**config.mk**
```make
export PLATFORM = sky130hd
export DESIGN_NAME = spi_reg_bank_flat
export DESIGN_NICKNAME = d
export VERILOG_FILES = /design/src/rtl/spi_reg_bank_if.sv /design/src/rtl/spi_reg_bank.sv /design/src/flat_wrapper.sv
export SDC_FILE = /design/constraint.sdc
export NUM_CORES = 1
export LEC_CHECK = 0
export ABC_CLOCK_PERIOD_IN_PS = 2500
export CAP_MARGIN = 25
export CORE_MARGIN = 4
export CORE_UTILIZATION = 40
export DETAILED_ROUTE_END_ITERATION = 10
export PLACE_DENSITY_LB_ADDON = 0.3
export SLEW_MARGIN = 5
export SYNTH_ARGS = -nofsm -noshare
export SYNTH_HDL_FRONTEND = slang
export SYNTH_SLANG_ARGS = --single-unit
```
**constraint.sdc**
```tcl
create_clock -name clk -period 2.5 [get_ports clk]
set_clock_uncertainty 0.15 [all_clocks]
set_input_delay 0.25 -clock clk [delete_from_list [all_inputs] [get_ports clk]]
set_output_delay 0.25 -clock clk [all_outputs]
set_load 0.01 [all_outputs]
```
**src/rtl/spi_reg_bank_if.sv**
```systemverilog
// Byte-level link between spi_slave and spi_reg_bank in the clk_core domain.
interface spi_reg_bank_if;
  logic       transaction_begin;
  logic       rx_byte_available;
  logic [7:0] rx_byte;
  logic [7:0] tx_byte;

  modport master (
    output transaction_begin,
    output rx_byte_available,
    output rx_byte,
    input  tx_byte
  );

  modport slave (
    input  transaction_begin,
    input  rx_byte_available,
    input  rx_byte,
    output tx_byte
  );
endinterface

```
**src/rtl/spi_reg_bank.sv**
```systemverilog
// Host-visible register bank behind the SPI slave: command byte, auto-incrementing
// data burst, and the next transmit byte for spi_slave to shift out.
module spi_reg_bank #(
  parameter logic [7:0] FPGA_VER = 8'hC2
) (
  input  logic           clk,
  input  logic           reset_n,
  spi_reg_bank_if.slave  bus,
  output logic           bootloader_force
);

  typedef enum logic [1:0] {ST_IDLE, ST_CMD, ST_DATA} state_t;

  localparam logic [6:0] ADDR_VERSION = 7'h00;
  localparam logic [6:0] ADDR_CONTROL = 7'h01;
  localparam logic [6:0] ADDR_SCRATCH = 7'h02;
  localparam logic [6:0] ADDR_XFER    = 7'h03;
  localparam logic [6:0] ADDR_ERR     = 7'h04;

  state_t     r_state, w_state_nxt;
  logic       r_avail_sync;
  logic [1:0] r_s;
  logic       r_rw;
  logic [6:0] r_addr;
  logic [7:0] r_tx;
  logic       r_boot;
  logic [7:0] r_scratch, r_xfer_cnt, r_err_cnt;

  logic       w_byte_evt, w_cmd_evt, w_data_evt;
  logic       w_rd_evt, w_wr_evt, w_err_inc;
  logic [6:0] w_addr_inc, w_rd_addr;
  logic [7:0] w_rd_data;

  // History s sits one flop behind the input sampler, so the edge term is
  // true one cycle after the first high sample and updates land two edges later.
  assign w_byte_evt = (r_s == 2'b01);
  assign w_addr_inc = r_addr + 7'd1;

  // NOTE: every always_comb output gets a default first so no path leaves it
  // unassigned, which would otherwise infer a latch.
  always_comb begin
    w_state_nxt = r_state;
    w_cmd_evt   = 1'b0;
    w_data_evt  = 1'b0;
    if (bus.transaction_begin) begin
      w_state_nxt = ST_CMD;
    end else if (w_byte_evt) begin
      case (r_state)
        ST_CMD: begin
          w_cmd_evt   = 1'b1;
          w_state_nxt = ST_DATA;
        end
        ST_DATA: w_data_evt = 1'b1;
        default: ;
      endcase
    end
  end

  always_comb begin
    w_rd_addr = w_cmd_evt ? bus.rx_byte[6:0] : w_addr_inc;
    w_rd_evt  = (w_cmd_evt && !bus.rx_byte[7]) || (w_data_evt && !r_rw);
    w_wr_evt  = w_data_evt && r_rw;
    case (w_rd_addr)
      ADDR_VERSION: w_rd_data = FPGA_VER;
      ADDR_CONTROL: w_rd_data = {7'd0, r_boot};
      ADDR_SCRATCH: w_rd_data = r_scratch;
      ADDR_XFER:    w_rd_data = r_xfer_cnt;
      ADDR_ERR:     w_rd_data = r_err_cnt;
      default:      w_rd_data = 8'h00;
    endcase
    w_err_inc = (w_rd_evt && (w_rd_addr > ADDR_ERR)) ||
                (w_wr_evt && (r_addr > ADDR_ERR));
  end

  // NOTE: sequential state uses non-blocking assignments so every flop samples
  // pre-edge values regardless of statement order.
  always_ff @(posedge clk or negedge reset_n) begin
    if (!reset_n) begin
      r_state      <= ST_IDLE;
      r_avail_sync <= 1'b0;
      r_s          <= 2'b00;
    end else begin
      r_state      <= w_state_nxt;
      r_avail_sync <= bus.rx_byte_available;
      r_s          <= {r_s[0], r_avail_sync};
    end
  end

  always_ff @(posedge clk or negedge reset_n) begin
    if (!reset_n) begin
      r_rw       <= 1'b0;
      r_addr     <= 7'd0;
      r_tx       <= 8'h00;
      r_boot     <= 1'b0;
      r_scratch  <= 8'h00;
      r_xfer_cnt <= 8'h00;
      r_err_cnt  <= 8'h00;
    end else begin
      if (bus.transaction_begin) begin
        r_tx       <= 8'h00;
        r_xfer_cnt <= r_xfer_cnt + 8'd1;
      end
      if (w_cmd_evt) begin
        r_rw   <= bus.rx_byte[7];
        r_addr <= bus.rx_byte[6:0];
      end
      if (w_data_evt) r_addr <= w_addr_inc;
      if (w_rd_evt)   r_tx   <= w_rd_data;
      if (w_wr_evt) begin
        case (r_addr)
          ADDR_CONTROL: r_boot    <= bus.rx_byte[0];
          ADDR_SCRATCH: r_scratch <= bus.rx_byte;
          ADDR_ERR:     r_err_cnt <= 8'h00;
          default: ;
        endcase
      end
      if (w_err_inc && (r_err_cnt != 8'hFF)) r_err_cnt <= r_err_cnt + 8'd1;
    end
  end

  assign bus.tx_byte      = r_tx;
  assign bootloader_force = r_boot;

endmodule

```
**src/flat_wrapper.sv**
```systemverilog
// flat-port wrapper written by rule: the top's interface ports become plain ports
module spi_reg_bank_flat 
#(
  parameter logic [7:0] FPGA_VER = 8'hC2
)
  (clk, reset_n, bootloader_force, bus_transaction_begin, bus_rx_byte_available, bus_rx_byte, bus_tx_byte);
  spi_reg_bank_if bus_i ();
  input  logic clk;
  input  logic reset_n;
  output logic bootloader_force;
  input wire logic [$bits(bus_i.transaction_begin)-1:0] bus_transaction_begin;
  input wire logic [$bits(bus_i.rx_byte_available)-1:0] bus_rx_byte_available;
  input wire logic [$bits(bus_i.rx_byte)-1:0] bus_rx_byte;
  output wire logic [$bits(bus_i.tx_byte)-1:0] bus_tx_byte;
  assign bus_i.transaction_begin = bus_transaction_begin;
  assign bus_i.rx_byte_available = bus_rx_byte_available;
  assign bus_i.rx_byte = bus_rx_byte;
  assign bus_tx_byte = bus_i.tx_byte;
  spi_reg_bank #(.FPGA_VER(FPGA_VER)) u_core (.clk(clk), .reset_n(reset_n), .bus(bus_i), .bootloader_force(bootloader_force));
endmodule
```
# ---- After elaboration in Yosys (flattened, before gate mapping)
# Cells that the tools add are included.
dict set report word_totals {
  elab_cells 65
  input_bits 12
  out_inout_bits 9
  regBits 46
}
dict set report classes {
  muxes 18
  n_reduce_logical 21
  addsub 3
  n_eq_ne 11
  magnitude_cmp 2
}
# cell count
set ops {}
lappend ops {{$mux 8} 5}
lappend ops {{$pmux 8 s5} 1}
lappend ops {{$eq 7x2->1 const B} 3}
lappend ops {{$mux 7} 3}
lappend ops {{$add 8x1->8 const B} 2}
lappend ops {{$eq 7x1->1 const B} 2}
lappend ops {{$eq 7x3->1 const B} 2}
lappend ops {{$gt 7x3->1 const B} 2}
lappend ops {{$reduce_bool 2->1} 6}
lappend ops {{$ne 8x8->1 const B} 1}
lappend ops {{$reduce_and 2->1} 4}
lappend ops {{$add 7x1->7 const B} 1}
lappend ops {{$logic_not 7->1} 1}
lappend ops {{$logic_and 1x1->1} 6}
lappend ops {{$mux 1} 6}
lappend ops {{$mux 2} 3}
lappend ops {{$eq 2x1->1 const B} 2}
lappend ops {{$eq 2x2->1 const B} 1}
lappend ops {{$logic_not 1->1} 2}
lappend ops {{$logic_or 1x1->1} 2}

# ---- Longest topological paths before layout
# Gate-level depths: netlist of run 1.
dict set report logic_depth {
  ltp_word 11
  depth_mapped 9
  depth_no_buf 8
}

# ---- Worst setup path before layout of run 1
# Ideal clock, no wire load.
dict set report synth_path {
  path_kind {reg-to-reg}
  from {register u_core.r_addr[0]}
  to {register u_core.r_err_cnt[7]}
  arrival_time_ns 2.227
  path_buffers 0
  path_slack_ns 0.003
  required_time_ns 2.230
  setup_ns 0.120
  stages_incl_launch_ff 8
  period_less_slack_ns 2.497
  cell_sequence {dfrtp_1 > ha_1 > and3_1 > a31oi_1 > a2111oi_4 > o31a_1 > or4b_1 > and3b_1}
}
dict set report synth_between {
  elab_chain_cells 8
  elab_cells_between_ends 13
  cone_classes {1 x add/sub; 2 x order compare; 1 x eq/ne; 2 x mux; 7 x reduce/logical}
}
# item line_no
set synth_rtl {}
lappend synth_rtl {{start: declaration} spi_reg_bank.sv:24} ;# logic [6:0] r_addr;
lappend synth_rtl {{start signal: assignment} spi_reg_bank.sv:105} ;# r_addr <= bus.rx_byte[6:0];
lappend synth_rtl {{start signal: assignment} spi_reg_bank.sv:107} ;# if (w_data_evt) r_addr <= w_addr_inc;
lappend synth_rtl {{$add 7x1->7} spi_reg_bank.sv:37} ;# assign w_addr_inc = r_addr + 7'd1;
lappend synth_rtl {{$mux 7} spi_reg_bank.sv:60} ;# w_rd_addr = w_cmd_evt ? bus.rx_byte[6:0] : w_addr_inc;
lappend synth_rtl {{$gt 7x3->1} spi_reg_bank.sv:71} ;# w_err_inc = (w_rd_evt && (w_rd_addr > ADDR_ERR)) ||
lappend synth_rtl {{$logic_and 1x1->1} spi_reg_bank.sv:71}
lappend synth_rtl {{$logic_or 1x1->1} spi_reg_bank.sv:71}
lappend synth_rtl {{$logic_and 1x1->1} spi_reg_bank.sv:117} ;# if (w_err_inc && (r_err_cnt != 8'hFF)) r_err_cnt <= r_err_cnt + 8'd1;
lappend synth_rtl {{$reduce_bool 2->1 (no line)} -}
lappend synth_rtl {{$reduce_and 2->1 (no line)} -}
lappend synth_rtl {{end signal: assignment} spi_reg_bank.sv:117}
lappend synth_rtl {{end: declaration} spi_reg_bank.sv:27} ;# logic [7:0] r_scratch, r_xfer_cnt, r_err_cnt;
# Several ways; a longest one is shown, not always the timed one.
# A chain may end at the register's enable or synchronous reset.

# ---- Final worst setup path of run 1
dict set report layout_path {
  from {register u_core.r_addr[1]}
  to {register u_core.r_err_cnt[4]}
}
# Same word-level chain as after synthesis.

==> impl_metrics.yaml, run 1 <==
job:
  cap_violations: 0
placed_design:
  hpwl_um: 4534
  io_buffers: 20
  globalplace.congestion: 0.8598
  place_area_um2: 3000
  dp_cells: 358
route:
  dr.first_iter.drc_count: 145
  num_vias: 2037
  viasPerCell: 5.520
  totalWireLength_um: 6232
  wl_per_cell_um: 16.89
  first_pass_iters: 5
  drc: 0
  antenna_left: 0
layout:
  nNetsFinal: 311
  antennaDiodeCount: 0
  instances_no_fill: 369
  areaGrowthSynthToFinish_pct: 28.64
  final_common_cell: "dfrtp_1"
  fillers: 547
  final_cell_mix: "dfrtp_1 (46), buf_4 (35), nand2_1 (24)"
  fin_area_um2: 3209
  drive_above_1_share_pct: 28.57
global_routing:
  grt_max_degree: 29
  grt-ovfl-total: 0
  grt_pass1_vias: 2073
  grtUsageTotal_pct: 17.94
  grt_pass1_wl_um: 10470
  grt_antenna_before_repair: 0
logic_synthesis:
  ys_seq_elements: 46
  ys_async_sr_fraction_pct: 100.0
  synthTopCellsByArea: "dfrtp_1 (46%), mux2_2 (5.9%), nand2_1 (3.6%)"
  synth_seq_area_share_pct: 46.14
  synth_top_area_cell: "dfrtp_1"
  yosysTopAreaCellShare_pct: 46.14
  synth_nets: 254
  ys.flop_type: "dfrtp_1"
  netlist_instances: 236
  ys_types: 53
  syn_area_um2: 2495
  syn_area_per_cell_um2: 10.57
  synth-edff-count: 0
  yosysWarnings: 0
pwr:
  leakage_nw: 1.384
  ir_drop_uv: 367.1
  powerDensity_nw_per_um2: 709.8
floorplanning:
  rows: 28
  io_pins: 21
  dieArea_um2: 7565
  dieHeight_um: 86.98
  start_util_pct: 41.65
  core_area_um2: 5991
  die_w_um: 86.98
sta:
  min_period_over_period_pct: 98.36
  final-hold-violation-count: 0
  slew_headroom_pct: 55.04
  layout_min_cycle_time_ns: 2.459
  drv_slew: 0
  fmax_mhz: 406.7
  worstMarginPinSlew_ns: 0.6687
  setup_viol: 0
  rsz0062_at_grt: "true"
clock_network:
  cts_htree_levels: 2
  root_buffer: "clkbuf_8"
  clock_latency_ns: 0.31
  cts_tree: "built"
  clock_path_buffers: 2
  cts_buffers: 5
  cts_num_sinks: 46
  cts.clk_slew.worst_paths_ns: 0.09
critical_path:
  worstSetupEndpointType: "register"
  rr_endpoint: "u_core.r_err_cnt[4]$_DFFE_PN0P_"
  timing.rr.start: "u_core.r_addr[1]$_DFFE_PN0P_"
  startpoint_type: "register"
  cp_slowest_cell: "dfrtp_1"
  crit_path_start: "u_core.r_addr[1]$_DFFE_PN0P_"
  worst_path_most_repeated_cell: "buf_4"
  required_ns: 2.54
  worstPathCellList: "ha_2 -> buf_4 -> xnor2_4 -> a21oi_2 -> a2111oi_4 -> o31a_1 -> buf_4 -> o22a_4 -> a221o_1"
  worstPathMaxFanout: 5
  slowest_delay_ns: 0.43
  critPathArrivalTime_ns: 2.50
  criticalPathCategory: "reg -> reg"
  reg2regPathDepth: 9
  reg2reg_slack_ns: 0.04
run_status:
  run_status: "completed"
hold_path:
  min_to: "u_core.r_s[0]$_DFF_PN0_"
  min_from: "u_core.r_avail_sync$_DFF_PN0_"
  hold_depth: 0
  hold_path_class: "reg -> reg"
[area by class of cell]
type / instances / area [um^2] / share of cell area [%]
Sequential cell: 46 / 1151 / 35.87
Clock inverter: 1 / 5.005 / 0.1559
Inverter: 6 / 22.52 / 0.7018
Tap cell: 75 / 93.84 / 2.924
Multi-Input combinational cell: 175 / 1340 / 41.75
Clock buffer: 7 / 86.33 / 2.690
Timing Repair Buffer: 59 / 510.5 / 15.91
[power breakdown]
part           leakage (nW)  internal (mW)  switching, mW
clock                0.0482          0.224          0.259
sequential            0.601          0.870          0.181
combinational         0.734          0.403          0.342
[synthesized netlist by cell type, drive strengths merged, types with 2 or more instances]
master  number
nor3b        3
o22a         2
clkbuf       2
a221o        7
mux2        13
ha           6
o21a         3
a221oi       3
buf          7
xnor2        7
and3         8
and2         6
a222oi       5
o21ai       18
nor3         2
o31ai        2
nor2b        3
o22ai        3
nand3b       2
inv          6
nor2        16
and3b        2
a21oi        3
dfrtp       46
nand4        3
nand3        8
xor2         4
nand2       26
a22oi        2
nor4b        3
nor4         2
[layer usage]
layer  global-route usage, %  up-vias  part of all wire [%]
met5                       0        -                     0
met4                   3.399        0                   1.0
met3                   4.825        7                   4.9
met2                   27.88       42                    46
met1                   25.27      998                    48
li1                        -      990                     -
[registers in the layout, indices dropped and copies added (netlist names)]
signal / cells
u_core.r_addr: 7
u_core.r_err_cnt: 8
u_core.r_s: 2
u_core.r_avail_sync: 1
u_core.r_scratch: 8
u_core.bootloader_force: 1
u_core.bus.tx_byte: 8
u_core.r_state: 2
u_core.r_rw: 1
u_core.r_xfer_cnt: 8
[critical path, delay by kind of cell, from the launching register on]
family / cells / cell delay [ns]
AO/OA/AOI/OAI: 5 / 1.09
XOR/XNOR: 1 / 0.13
adder cells (fa/ha/maj): 1 / 0.22
buffers and inverters: 2 / 0.32
flip-flops: 1 / 0.43
[cell families (layout without fill, tap and decap cells)]
logic type      after synthesis  in the layout  synth area share (%)
compound gates               57             57                 17.70
xor+xnor                     11             11                 3.861
buf+inv                      15             73                 3.560
fa+ha+maj                     6              6                 3.009
simple gates                 87             87                 19.46
flops                        46             46                 46.14
mux                          14             14                 6.269
[worst max path at each step]
stage	depth (start not counted)	to	slack, ns
after floorplan	7	u_core.r_err_cnt[7]$_DFFE_PN0P_	0.003
after global placement	8	u_core.r_err_cnt[1]$_DFFE_PN0P_	-0.14
after detailed placement	8	u_core.r_err_cnt[1]$_DFFE_PN0P_	-0.16
after CTS	10	u_core.r_err_cnt[2]$_DFFE_PN0P_	0.03
after global routing	9	u_core.r_err_cnt[3]$_DFFE_PN0P_	-0.04
final	9	u_core.r_err_cnt[4]$_DFFE_PN0P_	0.04
[per-stage QoR]
step	setup WS, ns	hold WS, ns	TNS [ns]	util [%]	power (mW)
finish	0.04106	0.2071	0	53.57	2.278
global route	-0.04045	0.2203	-0.1349	53.57	2.437
CTS	0.02941	0.2108	0	51.90	2.219
detailed placement	-0.1643	0.1853	-1.068	50.08	1.729
global placement	-0.1351	0.1686	-0.4902	50.08	1.716
floorplan	0.003491	-0.1956	0	-	1.443
[what timing repair did]
| action | 4_1_cts | 5_1_grt |
|---|---|---|
| resized for setup | 0 | 17 |
| setup endpoints to repair | 6 | 19 |
| hold endpoints to repair | 26 | 0 |
| hold buffers | 1 | 0 |
| pin swaps | 1 | 10 |
| buffers inserted | 1 | 1 |
No activity file was read; power rests on OpenSTA's default activity.
==> run 2, diff against run 1 <==
--- a/config.mk
+++ b/config.mk
@@ -6,12 +6,12 @@
 export NUM_CORES = 1
 export LEC_CHECK = 0
 export ABC_CLOCK_PERIOD_IN_PS = 2500
-export CAP_MARGIN = 25
+export CAP_MARGIN = 5
 export CORE_MARGIN = 4
 export CORE_UTILIZATION = 40
 export DETAILED_ROUTE_END_ITERATION = 10
 export PLACE_DENSITY_LB_ADDON = 0.3
-export SLEW_MARGIN = 5
+export SLEW_MARGIN = 20
 export SYNTH_ARGS = -nofsm -noshare
 export SYNTH_HDL_FRONTEND = slang
 export SYNTH_SLANG_ARGS = --single-unit
==> results of run 2 <==
No change in the layout: final DEF, timing and power equal those of run 1.
==> run 3, diff against run 2 <==
--- a/config.mk
+++ b/config.mk
@@ -7,7 +7,7 @@
 export LEC_CHECK = 0
 export ABC_CLOCK_PERIOD_IN_PS = 2500
 export CAP_MARGIN = 5
-export CORE_MARGIN = 4
+export CORE_MARGIN = 5
 export CORE_UTILIZATION = 40
 export DETAILED_ROUTE_END_ITERATION = 10
 export PLACE_DENSITY_LB_ADDON = 0.3
==> run 3 against run 2 <==
Compared with the run above: worst setup slack better by 0.0020 ns; die area grew 4.7%; total power down 0.29%; via count shrank 1.8%; largest cell class unchanged; largest power group unchanged.
==> impl_metrics.yaml, run 3 (synthesis results as in run 1) <==
run_status:
  run_status: "completed"
layout:
  fillers: 530
  drive_above_1_share_pct: 28.18
  final_core_util_pct: 53.55
  antennaDiodeCount: 0
  nNetsFinal: 308
  final_cell_mix: "dfrtp_1 (45), buf_4 (31), nand2_1 (24)"
  final_common_cell: "dfrtp_1"
  fin_area_um2: 3208
  regArea_um2: 1152
  areaGrowthSynthToFinish_pct: 28.59
  multi_input_area_um2: 1355
sta:
  worstMarginPinSlew_ns: 0.6003
  rsz0062_at_grt: "true"
  setup_viol: 0
  drv_slew: 0
  fmax_mhz: 407.0
  final-hold-violation-count: 0
  min_period_over_period_pct: 98.28
  fin_ws_ns: 0.04305
  layout_min_cycle_time_ns: 2.457
  slew_headroom_pct: 59.98
route:
  wl_per_cell_um: 16.66
  drc: 0
  viasPerCell: 5.467
  first_pass_iters: 4
  totalWireLength_um: 6096
  antenna_left: 0
  dr.first_iter.drc_count: 230
  num_vias: 2001
pwr:
  p_int_mw: 1.467
  pwr-share-clk_pct: 20.8
  leakage_nw: 1.368
  powerDensity_nw_per_um2: 708.0
  p_sw_mw: 0.8045
  ir_drop_uv: 390.3
  seq_power_share_pct: 46.3
  combPwrFrac_pct: 32.8
  power_switching_share_pct: 35.42
floorplanning:
  die_w_um: 88.98
  start_util_pct: 41.65
  dieArea_um2: 7917
  dieHeight_um: 88.98
  core_area_um2: 5991
  io_pins: 21
  rows: 28
hold_path:
  min_to: "u_core.r_s[0]$_DFF_PN0_"
  min_from: "u_core.r_avail_sync$_DFF_PN0_"
  hold_depth: 0
  hold_path_class: "reg -> reg"
global_routing:
  grtUsageTotal_pct: 16.46
  grt_pass1_wl_um: 10140
  grt_max_degree: 47
  grt-ovfl-total: 0
  grt_antenna_before_repair: 0
  grt_pass1_vias: 2036
critical_path:
  reg2regPathDepth: 8
  worstPathCellList: "ha_2 -> and3_1 -> a31oi_4 -> a2111oi_4 -> o31a_1 -> buf_4 -> o22a_4 -> a221o_1"
  reg2reg_slack_ns: 0.04
  startpoint_type: "register"
  cp_slowest_cell: "dfrtp_1"
  rr_endpoint: "u_core.r_err_cnt[4]$_DFFE_PN0P_"
  criticalPathCategory: "reg -> reg"
  crit_buf_inv: 1
  path_depth: 8
  worstPathMaxFanout: 5
  critPathArrivalTime_ns: 2.49
  slowest_delay_ns: 0.42
  timing.rr.start: "u_core.r_addr[0]$_DFFE_PN0P_"
  path_delay_family: "compound AO/OA/AOI/OAI gates"
  worstSetupEndpointType: "register"
  required_ns: 2.54
clock_network:
  cts_htree_levels: 2
  cts_buffers: 5
  cts_num_sinks: 46
  clock_path_buffers: 2
  cts_tree: "built"
  cts.clk_slew.worst_paths_ns: 0.09
  root_buffer: "clkbuf_8"
  clock_latency_ns: 0.30
placed_design:
  hpwl_um: 4402
  place_area_um2: 2978
  globalplace.congestion: 0.9715
  dp_slack_ns: -0.1764
  io_buffers: 20
job:
  cap_violations: 0
-- run 3: changes by cell type in the layout (fill, tap and decap cells not counted), sizes merged --
cell and delta:
buf -3, clkbuf -2, clkinvlp +2, clkinv -1, inv +1
-- run 3: power groups by stage --
stage	Combinational [mW]	Sequential (mW)	Clock, mW
floorplan	0.445	0.998	0
global placement	0.633	1.05	0
detailed placement	0.644	1.06	0
CTS	0.660	1.04	0.497
global route	0.835	1.07	0.521
finish	0.746	1.05	0.473
-- run 3: per-stage QoR --
step | hold slack (ns) | cells | TNS (ns) | total power, mW
floorplan | -0.1956 | 236 | 0 | 1.443
global placement | 0.1847 | 355 | -0.5367 | 1.684
detailed placement | 0.1918 | 355 | -0.9011 | 1.701
CTS | 0.2129 | 365 | 0 | 2.200
global route | 0.2246 | 366 | -0.1022 | 2.431
finish | 0.2101 | 366 | 0 | 2.271
-- run 3: how the worst max path moves through the flow --
stage,endpoint,slack (ns),start
4_1_cts,u_core.r_err_cnt[5]$_DFFE_PN0P_,0.005,u_core.r_addr[0]$_DFFE_PN0P_
6_report,u_core.r_err_cnt[4]$_DFFE_PN0P_,0.04,u_core.r_addr[0]$_DFFE_PN0P_
3_3_place_gp,u_core.r_err_cnt[1]$_DFFE_PN0P_,-0.15,bus_transaction_begin
3_5_place_dp,u_core.r_err_cnt[1]$_DFFE_PN0P_,-0.18,bus_transaction_begin
2_1_floorplan,u_core.r_err_cnt[7]$_DFFE_PN0P_,0.003,u_core.r_addr[0]$_DFFE_PN0P_
5_1_grt,u_core.r_err_cnt[3]$_DFFE_PN0P_,-0.03,u_core.r_addr[1]$_DFFE_PN0P_
-- run 3: final cells by class --
type	count	share of cell area, %
multi-input combinational	175	42.24
sequential	46	35.92
timing repair buffer	56	15.33
tap	75	2.925
clock buffer	5	2.145
clock inverter	3	0.7410
inverter	6	0.7020
-- run 3: repair_timing --
action,CTS,global route
resized for setup,2,18
buffers inserted,1,1
hold endpoints to repair,46,0
gates cloned,0,0
endpoints found under the setup margin,4,16
pin swaps,1,5
hold buffers,1,0
-- run 3: worst reg2reg max path, cell delays in order, from the launching register on --
cell and delay, ns:
dfrtp_1 0.42, ha_2 0.22, and3_1 0.23, a31oi_4 0.21, a2111oi_4 0.06, o31a_1 0.35
buf_4 0.15, o22a_4 0.20, a221o_1 0.34
-- run 3: layer usage --
metal | GRT usage [%] | part of all wire [%]
met5 | 0 | 0
met4 | 4.060 | 0.90
met2 | 25.51 | 46
met1 | 23.84 | 48
met3 | 3.134 | 4.4
